==> config.mk <==
export PLATFORM = sky130hd
export DESIGN_NAME = mem_arbiter
export DESIGN_NICKNAME = d
export VERILOG_FILES = /design/src/rtl/mem_arb_pkg.sv /design/src/rtl/mem_arbiter_be_gen.sv /design/src/rtl/mem_arbiter.sv
export SDC_FILE = /design/constraint.sdc
export NUM_CORES = 1
export LEC_CHECK = 0
export BUFFER_PORTS_ARGS = -buffer_cell sky130_fd_sc_hd__clkbuf_2
export CORE_MARGIN = 8
export CORE_UTILIZATION = 42
export DETAILED_ROUTE_END_ITERATION = 6
export PLACE_DENSITY = 0.8
export SLEW_MARGIN = 10
export SYNTH_ARGS = -nofsm -noshare
export SYNTH_HDL_FRONTEND = slang
export SYNTH_HIERARCHICAL = 1
export SYNTH_SLANG_ARGS = --single-unit
==> constraint.sdc <==
create_clock -name clk -period 1.81 [get_ports clk]
set_input_delay 0.543 -clock clk [delete_from_list [all_inputs] [get_ports clk]]
set_output_delay 0.543 -clock clk [all_outputs]
set_load 0.1 [all_outputs]
==> src/rtl/mem_arb_pkg.sv <==
// Shared encodings for the memory arbiter: access sizes, FSM state constants and
// the default start of the instruction region.
package mem_arb_pkg;

  localparam logic [1:0] SIZE_BYTE = 2'b00;
  localparam logic [1:0] SIZE_HALF = 2'b01;
  localparam logic [1:0] SIZE_WORD = 2'b10;

  typedef logic [1:0] state_t;
  localparam state_t ST_IDLE   = 2'd0;
  localparam state_t ST_ACCESS = 2'd1;
  localparam state_t ST_RESP   = 2'd2;

  localparam logic [31:0] IM_BASE_DEFAULT = 32'h0000_3000;

endpackage

==> src/rtl/mem_arbiter_be_gen.sv <==
// Byte-enable and misalignment decode for data accesses; purely combinational.
module mem_be_gen
  import mem_arb_pkg::*;
(
  input  logic [1:0] size_i,
  input  logic [1:0] addr_i,
  output logic [3:0] be_o,
  output logic       misalign_o
);

  always_comb begin
    be_o       = 4'b0000;
    misalign_o = 1'b0;
    case (size_i)
      SIZE_BYTE: be_o = 4'b0001 << addr_i;
      SIZE_HALF: begin
        be_o       = addr_i[1] ? 4'b1100 : 4'b0011;
        misalign_o = addr_i[0];
      end
      SIZE_WORD: begin
        be_o       = 4'b1111;
        misalign_o = |addr_i;
      end
      default: misalign_o = 1'b1;
    endcase
  end

endmodule

==> src/rtl/mem_arbiter.sv <==
// Round-robin arbiter sharing one memory port between instruction fetch and data.
// Optional MEM_ARB_IM_PROTECT_EN rejects data stores at or above IM_BASE.
module mem_arbiter
  import mem_arb_pkg::*;
#(
  parameter int unsigned WAIT_CYCLES = 0,
  parameter logic [31:0] IM_BASE     = IM_BASE_DEFAULT
) (
  input  logic        clk,
  input  logic        rst_n,
  input  logic        if_req_i,
  input  logic [31:0] if_addr_i,
  output logic        if_gnt_o,
  output logic        if_rvalid_o,
  output logic [31:0] if_rdata_o,
  input  logic        d_req_i,
  input  logic        d_we_i,
  input  logic [31:0] d_addr_i,
  input  logic [31:0] d_wdata_i,
  input  logic [1:0]  d_size_i,
  input  logic        d_sign_i,
  output logic        d_gnt_o,
  output logic        d_rvalid_o,
  output logic [31:0] d_rdata_o,
  output logic        d_err_o,
  output logic [31:0] mem_addr_o,
  output logic [31:0] mem_wdata_o,
  output logic        mem_we_o,
  output logic        mem_re_o,
  output logic [3:0]  mem_be_o,
  output logic        mem_sign_o,
  input  logic [31:0] mem_rdata_i
);

  localparam logic [3:0] WAIT_INIT = 4'(WAIT_CYCLES);
`ifdef MEM_ARB_IM_PROTECT_EN
  localparam logic PROT_EN = 1'b1;
`else
  localparam logic PROT_EN = 1'b0;
`endif

  state_t      state_q, state_d;
  logic        prio_i_q, prio_i_d;
  logic [3:0]  cnt_q, cnt_d;
  logic        own_d_q, own_d_d;
  logic        we_q, we_d;
  logic        sign_q, sign_d;
  logic        err_q, err_d;
  logic [3:0]  be_q, be_d;
  logic [31:0] addr_q, addr_d;
  logic [31:0] wdata_q, wdata_d;
  logic [31:0] rdata_q, rdata_d;

  logic [3:0]  d_be;
  logic        d_misalign;
  logic        prot_err;
  logic        grant;
  logic        pick_d;
  logic [31:0] d_wdata_lane;
  logic        in_access;
  logic        in_resp;

  mem_be_gen u_be_gen (
    .size_i     (d_size_i),
    .addr_i     (d_addr_i[1:0]),
    .be_o       (d_be),
    .misalign_o (d_misalign)
  );

  assign prot_err = PROT_EN && d_we_i && (d_addr_i >= IM_BASE);
  assign grant    = (state_q == ST_IDLE) && (if_req_i || d_req_i);
  assign pick_d   = d_req_i && (!if_req_i || !prio_i_q);
  assign if_gnt_o = rst_n && grant && !pick_d;
  assign d_gnt_o  = rst_n && grant && pick_d;

  // Replicate store data across lanes so the enabled bytes carry it wherever they sit.
  always_comb begin
    case (d_size_i)
      SIZE_BYTE: d_wdata_lane = {4{d_wdata_i[7:0]}};
      SIZE_HALF: d_wdata_lane = {2{d_wdata_i[15:0]}};
      default:   d_wdata_lane = d_wdata_i;
    endcase
  end

  always_comb begin
    state_d  = state_q;
    prio_i_d = prio_i_q;
    cnt_d    = cnt_q;
    own_d_d  = own_d_q;
    we_d     = we_q;
    sign_d   = sign_q;
    err_d    = err_q;
    be_d     = be_q;
    addr_d   = addr_q;
    wdata_d  = wdata_q;
    rdata_d  = rdata_q;
    case (state_q)
      ST_IDLE: begin
        if (grant) begin
          state_d  = ST_ACCESS;
          cnt_d    = WAIT_INIT;
          prio_i_d = pick_d;
          own_d_d  = pick_d;
          if (pick_d) begin
            addr_d  = d_addr_i;
            we_d    = d_we_i;
            wdata_d = d_wdata_lane;
            be_d    = d_be;
            sign_d  = d_sign_i && !d_we_i;
            err_d   = d_misalign || prot_err;
          end else begin
            addr_d  = if_addr_i;
            we_d    = 1'b0;
            wdata_d = 32'h0;
            be_d    = 4'b1111;
            sign_d  = 1'b0;
            err_d   = 1'b0;
          end
        end
      end
      ST_ACCESS: begin
        if (cnt_q == 4'd0) begin
          state_d = ST_RESP;
          rdata_d = (err_q || we_q) ? 32'h0 : mem_rdata_i;
        end else begin
          cnt_d = cnt_q - 4'd1;
        end
      end
      ST_RESP: state_d = ST_IDLE;
      default: state_d = ST_IDLE;
    endcase
  end

  always_ff @(posedge clk) begin
    if (!rst_n) begin
      state_q  <= ST_IDLE;
      prio_i_q <= 1'b0;
      cnt_q    <= 4'd0;
      own_d_q  <= 1'b0;
      we_q     <= 1'b0;
      sign_q   <= 1'b0;
      err_q    <= 1'b0;
      be_q     <= 4'b0000;
      addr_q   <= 32'h0;
      wdata_q  <= 32'h0;
      rdata_q  <= 32'h0;
    end else begin
      state_q  <= state_d;
      prio_i_q <= prio_i_d;
      cnt_q    <= cnt_d;
      own_d_q  <= own_d_d;
      we_q     <= we_d;
      sign_q   <= sign_d;
      err_q    <= err_d;
      be_q     <= be_d;
      addr_q   <= addr_d;
      wdata_q  <= wdata_d;
      rdata_q  <= rdata_d;
    end
  end

  // Rejected requests still walk through ACCESS for uniform latency, but with the port silent.
  assign in_access   = rst_n && (state_q == ST_ACCESS) && !err_q;
  assign in_resp     = rst_n && (state_q == ST_RESP);

  assign mem_addr_o  = in_access ? addr_q : 32'h0;
  assign mem_wdata_o = (in_access && we_q) ? wdata_q : 32'h0;
  assign mem_we_o    = in_access && we_q && (cnt_q == 4'd0);
  assign mem_re_o    = in_access && !we_q;
  assign mem_be_o    = in_access ? be_q : 4'b0000;
  assign mem_sign_o  = in_access && sign_q;

  assign if_rvalid_o = in_resp && !own_d_q;
  assign if_rdata_o  = if_rvalid_o ? rdata_q : 32'h0;
  assign d_rvalid_o  = in_resp && own_d_q;
  assign d_rdata_o   = d_rvalid_o ? rdata_q : 32'h0;
  assign d_err_o     = d_rvalid_o && err_q;

endmodule

# Word-level counts from Yosys, hierarchy flattened
# Index checks and enable logic that the tools add are counted.
[classes]
n_addsub = 1
eq_ne = 7
shifts = 1
mux = 22
n_reduce_logical = 34
[op_table]
columns = ["op", "count"]
rows = [
  ["two-way mux 32 bit", 7],
  ["case mux 32 bit (2 select lines)", 1],
  ["two-way mux 4 bit", 5],
  ["logical AND 1 bit", 16],
  ["case mux 4 bit (3 select lines)", 1],
  ["case mux 4 bit (2 select lines)", 1],
  ["logical NOT 1 bit", 6],
  ["inequality test 2 bit, second input constant", 3],
  ["AND reduction 2 bit", 3],
  ["equality test 2 x 1 -> 1 bit, second input constant", 2],
  ["equality test 2 bit, second input constant", 2],
  ["logical NOT 2 bit", 2],
  ["logical NOT 4 bit", 1],
  ["two-way mux 2 bit", 2],
  ["case mux 2 bit (2 select lines)", 1],
  ["left shift 1 x 2 -> 4 bit, first input constant", 1],
  ["subtractor 4 x 1 -> 4 bit, second input constant", 1],
  ["logical OR 1 bit", 3],
  ["two-way mux 1 bit", 3],
  ["case mux 1 bit (3 select lines)", 1],
  ["AND reduction 3 bit", 1],
  ["nonzero test 2 bit", 1],
  ["OR reduction 2 bit", 1],
]
[totals]
regBits = 110
in_bits = 136
out_inout_bits = 140
wordCells = 75

# Logic depth before layout (Yosys ltp)
# Gate-level depths: netlist of run 1.
[depth]
word_depth = 5
depth_mapped = 7
depth_no_buf = 5

# By module
# Netlist of run 1, hierarchy kept.
[modules_own_cells]
columns = ["mod", "instances", "cells_each", "area_per_inst_um2", "seq_area_each_um2"]
rows = [
  ["mem_arbiter", 1, 590, 5357.6, 2202.1],
  ["mem_be_gen", 1, 11, 81.3, 0.0],
]

# Worst setup path before layout of run 1
# Ideal clock, no wire load.
[synth_path]
path_kind = "input-to-output"
from = "input rst_n"
to = "output if_rdata_o[22]"
t_arrival_ns = 2.785
required_time_ns = 1.267
path_slack_ns = -1.518
stages = 4
n_path_buf = 1
path_cell_list = "nand2_1 > nor3_1 > clkbuf_1 > and2_1"
[synth_between]
elab_chain_len = 3
[synth_lines]
columns = ["item", "line", "text"]
rows = [
  ["from (decl)", "mem_arbiter.sv:10", "input logic rst_n,"],
  ["logical AND 1 bit", "mem_arbiter.sv:164", "assign in_resp = rst_n && (state_q == ST_RESP);"],
  ["logical AND 1 bit", "mem_arbiter.sv:173", "assign if_rvalid_o = in_resp && !own_d_q;"],
  ["net if_rvalid_o", "mem_arbiter.sv:14", "output logic if_rvalid_o,"],
  ["two-way mux 32 bit", "mem_arbiter.sv:174", "assign if_rdata_o = if_rvalid_o ? rdata_q : 32'h0;"],
  ["to (decl)", "mem_arbiter.sv:15", "output logic [31:0] if_rdata_o,"],
]
# The timed path passes the listed nets, and every way through them passes these cells.

# Final worst setup path of run 1
[layout_path]
from = "register state_q[1]"
to = "output d_rdata_o[5]"
[layout_between]
elab_chain_len = 4
[layout_lines]
columns = ["item", "line", "text"]
rows = [
  ["from (decl)", "mem_arbiter.sv:42", "state_t state_q, state_d;"],
  ["from (signal assigned)", "mem_arbiter.sv:148", "state_q <= state_d;"],
  ["equality test 2 bit", "mem_arbiter.sv:164", ""],
  ["logical AND 1 bit", "mem_arbiter.sv:164", ""],
  ["logical AND 1 bit", "mem_arbiter.sv:175", "assign d_rvalid_o = in_resp && own_d_q;"],
  ["two-way mux 32 bit", "mem_arbiter.sv:176", "assign d_rdata_o = d_rvalid_o ? rdata_q : 32'h0;"],
  ["to (decl)", "mem_arbiter.sv:24", "output logic [31:0] d_rdata_o,"],
]
# Every way passes these cells.

==> flow_summary.ini, run 1 <==
[outcome]
outcome = finished, violations left
violations = setup timing

[synthesis]
synthXorXnorAreaFrac_pct = 0
synth_top_family_by_area = simple AND/OR/NAND/NOR gates
yosysUniqueCellTypes = 43
yosysWarnings = 6
synthAdderAreaFrac_pct = 0.230
yosys.area_share.simple_pct = 24.2
synth_ff_type = dfxtp_1
muxShareOfSynthArea_pct = 9.75
synth_edf_count = 0
synth_compound_area_share_pct = 20.6
synth-async-reset-ratio_pct = 0
synth_fp_nets = 738
synthesis.area_um2 = 5440
avgSynthCellArea_um2 = 9.05
synth_seq_cells = 110
synth_cells = 601
seq_area_frac_synth_pct = 40.5

[drt]
viasPerCell = 5.94
wl_per_cell_um = 24.5
drt_first_pass_iters = 5
wl_mm = 26.1
dr_total_vias = 6333
drtIter0Drc = 460
antenna_left = 0
drcViolationCount = 0

[place]
io_buffers = 275
gp_congestion = 0.844
dp_hpwl_mm = 17.8

[die]
io_pins = 276
fp.dieArea_um2 = 16800
die_w_um = 130
core_area_um2 = 12600
rows = 41
initial_utilization_pct = 43.1
die_h_um = 130

[clock_network]
cts_inserted_buffers = 9
clk_path_buf_depth = 2
clock_sinks = 110
cts_tree = done
htreeDepth = 3
clock_latency_ns = 0.35
clk_pin_slew_ns = 0.08
root_buffer = clkbuf_16

[layout]
fin_util_pct = 84.1
layout-drive-gt1-share_pct = 59.4
fillers = 596
area_growth_pct = 95.1
nets = 1026
antenna_cells = 0

[flow_run]
drv_cap = 0

[sta]
clock_skew_ns = 0.0160
clock.fmax_mhz = 437
hold_ws_ns = 0.411
finalMaxSlewViolations = 0
rsz0062_at_grt = true
setup_violations = 140
period_minus_slack_ns = 2.29
worst_pin_slew_ns = 0.446
slew-limit-headroom_pct = 70.3
fin_ws_ns = -0.479
period_share_pct = 126
hold_violations = 0
fin_tns_setup_ns = -60.19

[global_routing]
grt_pass1_vias = 6448
grt_max_degree = 40
grt_pass1_wl_mm = 36.9
antenna_found_initial = 0
track_usage_pct = 27.9
grt-ovfl-total = 0

[critical_path]
end_kind = primary output
required_ns = 1.27
slowest_stage = dfxtp_4
slowest_delay_ns = 0.38
cpMostUsedCell = buf_12
critical_path_class = reg2out
path_buf_inv = 4
critical_path.top_delay_family = buffers and inverters
crit_path_start_kind = flip-flop
crit_chain = buf_12 > nand2_8 > nor3b_4 > buf_12 > clkbuf_16 > and2_4 > buf_12
critPathArrivalTime_ns = 1.75
worstPathMaxFanout = 8

[pwr]
vdd_drop_max_mv = 0.511
finalPower_uw = 6310
p_leak_uw = 0.00450
p_per_area_nw_per_um2 = 595

[worst_hold_path]
hold_path_class = in2reg
-- placed cells by master (no fill, tap or decap), types with 3 or more instances in the layout --
cell type and n:
nand4_1 32, buf_6 5, mux2i_1 53, nor3b_4 3, o2bb2ai_2 8, dfxtp_1 105
a221o_1 3, a21oi_1 35, a22o_1 18, clkbuf_2 135, o21ai_0 42, inv_2 3
and2_4 102, clkbuf_16 12, buf_4 33, dfxtp_2 3, nand2_1 10, and3_1 3
nor2_1 5, buf_12 154, and3_4 35, o221a_2 4, o2bb2ai_1 37, buf_16 5
-- kinds of logic (layout without fill, tap and decap cells) --
logic type	count (synthesis)	in the layout
flops	110	110
compound gates	160	160
simple gates	213	213
mux	53	53
buf+inv	64	357
fa+ha+maj	1	1
-- power by group --
part	switching (µW)	total [µW]	leakage [µW]	internal [µW]
registers	165	2780	0.000904	2620
clock network	1010	2020	0.000144	1010
logic	865	1510	0.00345	643
-- layer usage --
| metal | GRT usage [%] | vias up | wire length [µm] |
|---|---|---|---|
| li1 | - | 2766 | - |
| met1 | 30.7 | 2995 | 9160 |
| met2 | 48.6 | 471 | 12900 |
| met3 | 8.94 | 101 | 2940 |
| met4 | 11.9 | 0 | 1130 |
| met5 | 0 | - | 0 |
-- what timing repair did --
action,4_1_cts,5_1_grt
pin swaps,21,6
hold buffers,0,0
setup endpoints to repair,140,140
cloned,5,3
buffers inserted,6,6
gates resized for setup,18,15
-- registers in the layout, indices dropped and copies added (netlist names) --
name	flops
err_q	1
rdata_q	32
addr_q	32
wdata_q	32
cnt_q	4
own_d_q	1
sign_q	1
be_q	4
state_q	2
we_q	1
-- per-stage QoR --
step / area [µm²] / setup slack (ns) / std cells
finish: 10600 / -0.479 / 1066
global route: 10600 / -0.539 / 1066
CTS: 10400 / -0.452 / 1057
detailed placement: 9850 / -0.410 / 1030
global placement: 9850 / -0.420 / 1030
floorplan: 6110 / -0.201 / 601
-- synth_stat cells (3+ instances only) --
| library cell | count | area (µm²) |
|---|---|---|
| dfxtp_1 | 110 | 2200 |
| nand4_1 | 32 | 200 |
| o221a_2 | 4 | 45.0 |
| buf_2 | 15 | 75.1 |
| a22o_1 | 18 | 158 |
| a21oi_1 | 35 | 175 |
| nand2_1 | 12 | 45.0 |
| clkbuf_1 | 42 | 158 |
| o21ai_0 | 42 | 210 |
| o2bb2ai_1 | 45 | 394 |
| nor3_1 | 3 | 15.0 |
| and2_1 | 102 | 638 |
| mux2i_1 | 53 | 531 |
| a221o_1 | 3 | 30.0 |
| nor2_1 | 7 | 26.3 |
| inv_1 | 5 | 18.8 |
| and3_1 | 38 | 238 |
-- area by class of cell --
| type | count | area [µm²] | area share, % |
|---|---|---|---|
| well taps | 172 | 215 | 2.03 |
| repair buffers | 335 | 4280 | 40.3 |
| multi-input cells | 427 | 3580 | 33.7 |
| clock inverters | 6 | 61.3 | 0.578 |
| inverters | 6 | 25.0 | 0.236 |
| flip-flops and latches | 110 | 2210 | 20.9 |
| clock buffers | 10 | 239 | 2.25 |
-- worst paths after layout --
| check | startpoint | endpoint | slack [ns] | cells past startpoint |
|---|---|---|---|---|
| hold reg to reg | addr_q[28] | addr_q[28] | 0.47 | 1 |
| hold / removal | if_addr_i[31] | addr_q[31] | 0.41 | 2 |
| setup / recovery | state_q[1] | d_rdata_o[5] | -0.48 | 7 |
| setup reg to reg | state_q[1] | addr_q[8] | 0.02 | 9 |
Power figures use the tool's default switching activity.
==> run 2: changes to the inputs <==
--- a/config.mk
+++ b/config.mk
@@ -7,9 +7,9 @@
 export LEC_CHECK = 0
 export BUFFER_PORTS_ARGS = -buffer_cell sky130_fd_sc_hd__clkbuf_2
 export CORE_MARGIN = 8
-export CORE_UTILIZATION = 42
+export CORE_UTILIZATION = 46
 export DETAILED_ROUTE_END_ITERATION = 6
-export PLACE_DENSITY = 0.8
+export PLACE_DENSITY = 0.83
 export SLEW_MARGIN = 10
 export SYNTH_ARGS = -nofsm -noshare
 export SYNTH_HDL_FRONTEND = slang
==> constraint.sdc (replaced) <==
create_clock -name clk -period 2.21 [get_ports clk]
set_input_delay 0.663 -clock clk [delete_from_list [all_inputs] [get_ports clk]]
set_output_delay 0.663 -clock clk [all_outputs]
set_load 0.1 [all_outputs]
==> flow_summary.ini, run 2 (synthesis results as in run 1) <==
[global_routing]
track_usage_pct = 32.8
grt_pass1_wl_mm = 40.5
antenna_found_initial = 1
grt-ovfl-total = 0
grt_max_degree = 40
grt_pass1_vias = 6651

[place]
preCtsSetupSlack_ns = -0.266
placed_cell_area_um2 = 9650
io_buffers = 275
dp_hpwl_mm = 17.0
gp_congestion = 0.813

[layout]
layout-drive-gt1-share_pct = 57.5
fin_util_pct = 92.2
final_cell_mix = buf_12 (149), clkbuf_2 (134), dfxtp_1 (108)
finalInstanceArea_um2 = 10600
final_common_cell = buf_12
area_growth_pct = 94.5
nets = 1022
reg.largest.list = addr_q x32, rdata_q x32, wdata_q x32
fillers = 371

[clock_network]
clk_pin_slew_ns = 0.08
cts_inserted_buffers = 9
cts_tree = done
clock_latency_ns = 0.35
htreeDepth = 3
clock_sinks = 110
root_buffer = clkbuf_16
postCtsHoldBufs = 0
clk_path_buf_depth = 2

[flow_run]
drv_cap = 0

[sta]
slew-limit-headroom_pct = 53.7
period_share_pct = 113
worst_pin_slew_ns = 0.694
setup_violations = 139
hold_violations = 0
clock.fmax_mhz = 399
period_minus_slack_ns = 2.50
fin_tns_setup_ns = -31.19
clock_skew_ns = 0.00868
fin_ws_ns = -0.294
finalMaxSlewViolations = 0
rsz0062_at_grt = true

[drt]
drcViolationCount = 0
antenna_left = 0
viasPerCell = 6.50
drtIter0Drc = 1025
wl_mm = 29.7
wl_per_cell_um = 28.8
dr_total_vias = 6724
drt_first_pass_iters = 5

[critical_path]
critPathArrivalTime_ns = 1.84
path_buf_inv = 5
required_ns = 1.55
slowest_stage = nor3b_4
crit_chain = buf_8 > buf_6 > nand2_4 > nor3b_4 > buf_6 > clkbuf_16 > and2_4 > buf_12
cpMostUsedCell = buf_6
critical_path_class = in2out
crit_path_start_kind = input pin
end_kind = primary output
slowest_delay_ns = 0.26
critical_path.top_delay_family = buffers and inverters
worstPathMaxFanout = 8

[die]
fp.dieArea_um2 = 15600
die_w_um = 125
rows = 39
initial_utilization_pct = 47.4
io_pins = 276
die_h_um = 125
core_area_um2 = 11500

[worst_hold_path]
hold_path_class = reg2reg

[pwr]
pwr-share-clk_pct = 35.3
p_int_uw = 3820
vdd_drop_max_mv = 0.448
p_sw_uw = 1680
pwr-share-seq_pct = 41.5
comb_power_share_pct = 23.2
p_sw_share_pct = 30.5
p_per_area_nw_per_um2 = 520
p_leak_uw = 0.00450

[outcome]
outcome = finished, violations left
violations = setup timing
## run 2: layer usage
layer	part of all wire (%)	GRT usage [%]	vias to the layer above	routed length, µm
li1	-	-	2768	-
met1	33	34.0	3178	9790
met2	49	57.5	614	14600
met3	11	10.2	164	3370
met4	6.7	18.4	0	2000
met5	0	0	-	0
## run 2: path summary, 6_finish.rpt
| kind | from | endpoint | slack, ns | depth (start not counted) |
|---|---|---|---|---|
| worst max register to register | cnt_q[0] | rdata_q[10] | 0.12 | 5 |
| worst max-delay path | rst_n | d_rdata_o[4] | -0.29 | 8 |
| worst min-delay path | addr_q[3] | addr_q[3] | 0.48 | 1 |
| worst min register to register | addr_q[3] | addr_q[3] | 0.48 | 1 |
## run 2: stage by stage
stage / cells / total power [µW] / hold WS [ns]
final: 1034 / 5500 / 0.475
after global routing: 1034 / 5630 / 0.486
after CTS: 1024 / 5370 / 0.469
after detailed placement: 990 / 3370 / 0.452
after global placement: 990 / 3310 / 0.444
after floorplan: 601 / 2900 / 0.432
## run 2: layout make-up
cell class | instances | area (µm²) | share of cell area [%]
timing repair buffer | 331 | 4320 | 40.8
sequential | 110 | 2200 | 20.8
multi-input combinational | 427 | 3490 | 33.0
antenna | 1 | 2.50 | 0.0237
inverter | 6 | 27.5 | 0.260
clock buffer | 10 | 239 | 2.26
tap | 143 | 179 | 1.69
clock inverter | 6 | 118 | 1.11
## run 2: power by group through the flow
stage,sequential (µW),combinational (µW),clock (µW)
3_5_place_dp,2290,1070,0
3_3_place_gp,2280,1030,0
2_1_floorplan,2260,644,0
6_report,2280,1270,1940
5_1_grt,2290,1310,2030
4_1_cts,2260,1180,1930
## run 2: worst register-to-register path, stage by stage, from the launching register on
cell and delay [ns]:
dfxtp_1 0.33, inv_1 0.08, ha_1 0.24, or3b_2 0.77
o21ai_0 0.36, a21oi_1 0.16
## run 2: repair_timing
item,4_1_cts,5_1_grt
setup buffers,9,5
gates cloned,9,6
endpoints found under the setup margin,139,139
pin swaps,37,8
resized for setup,33,14
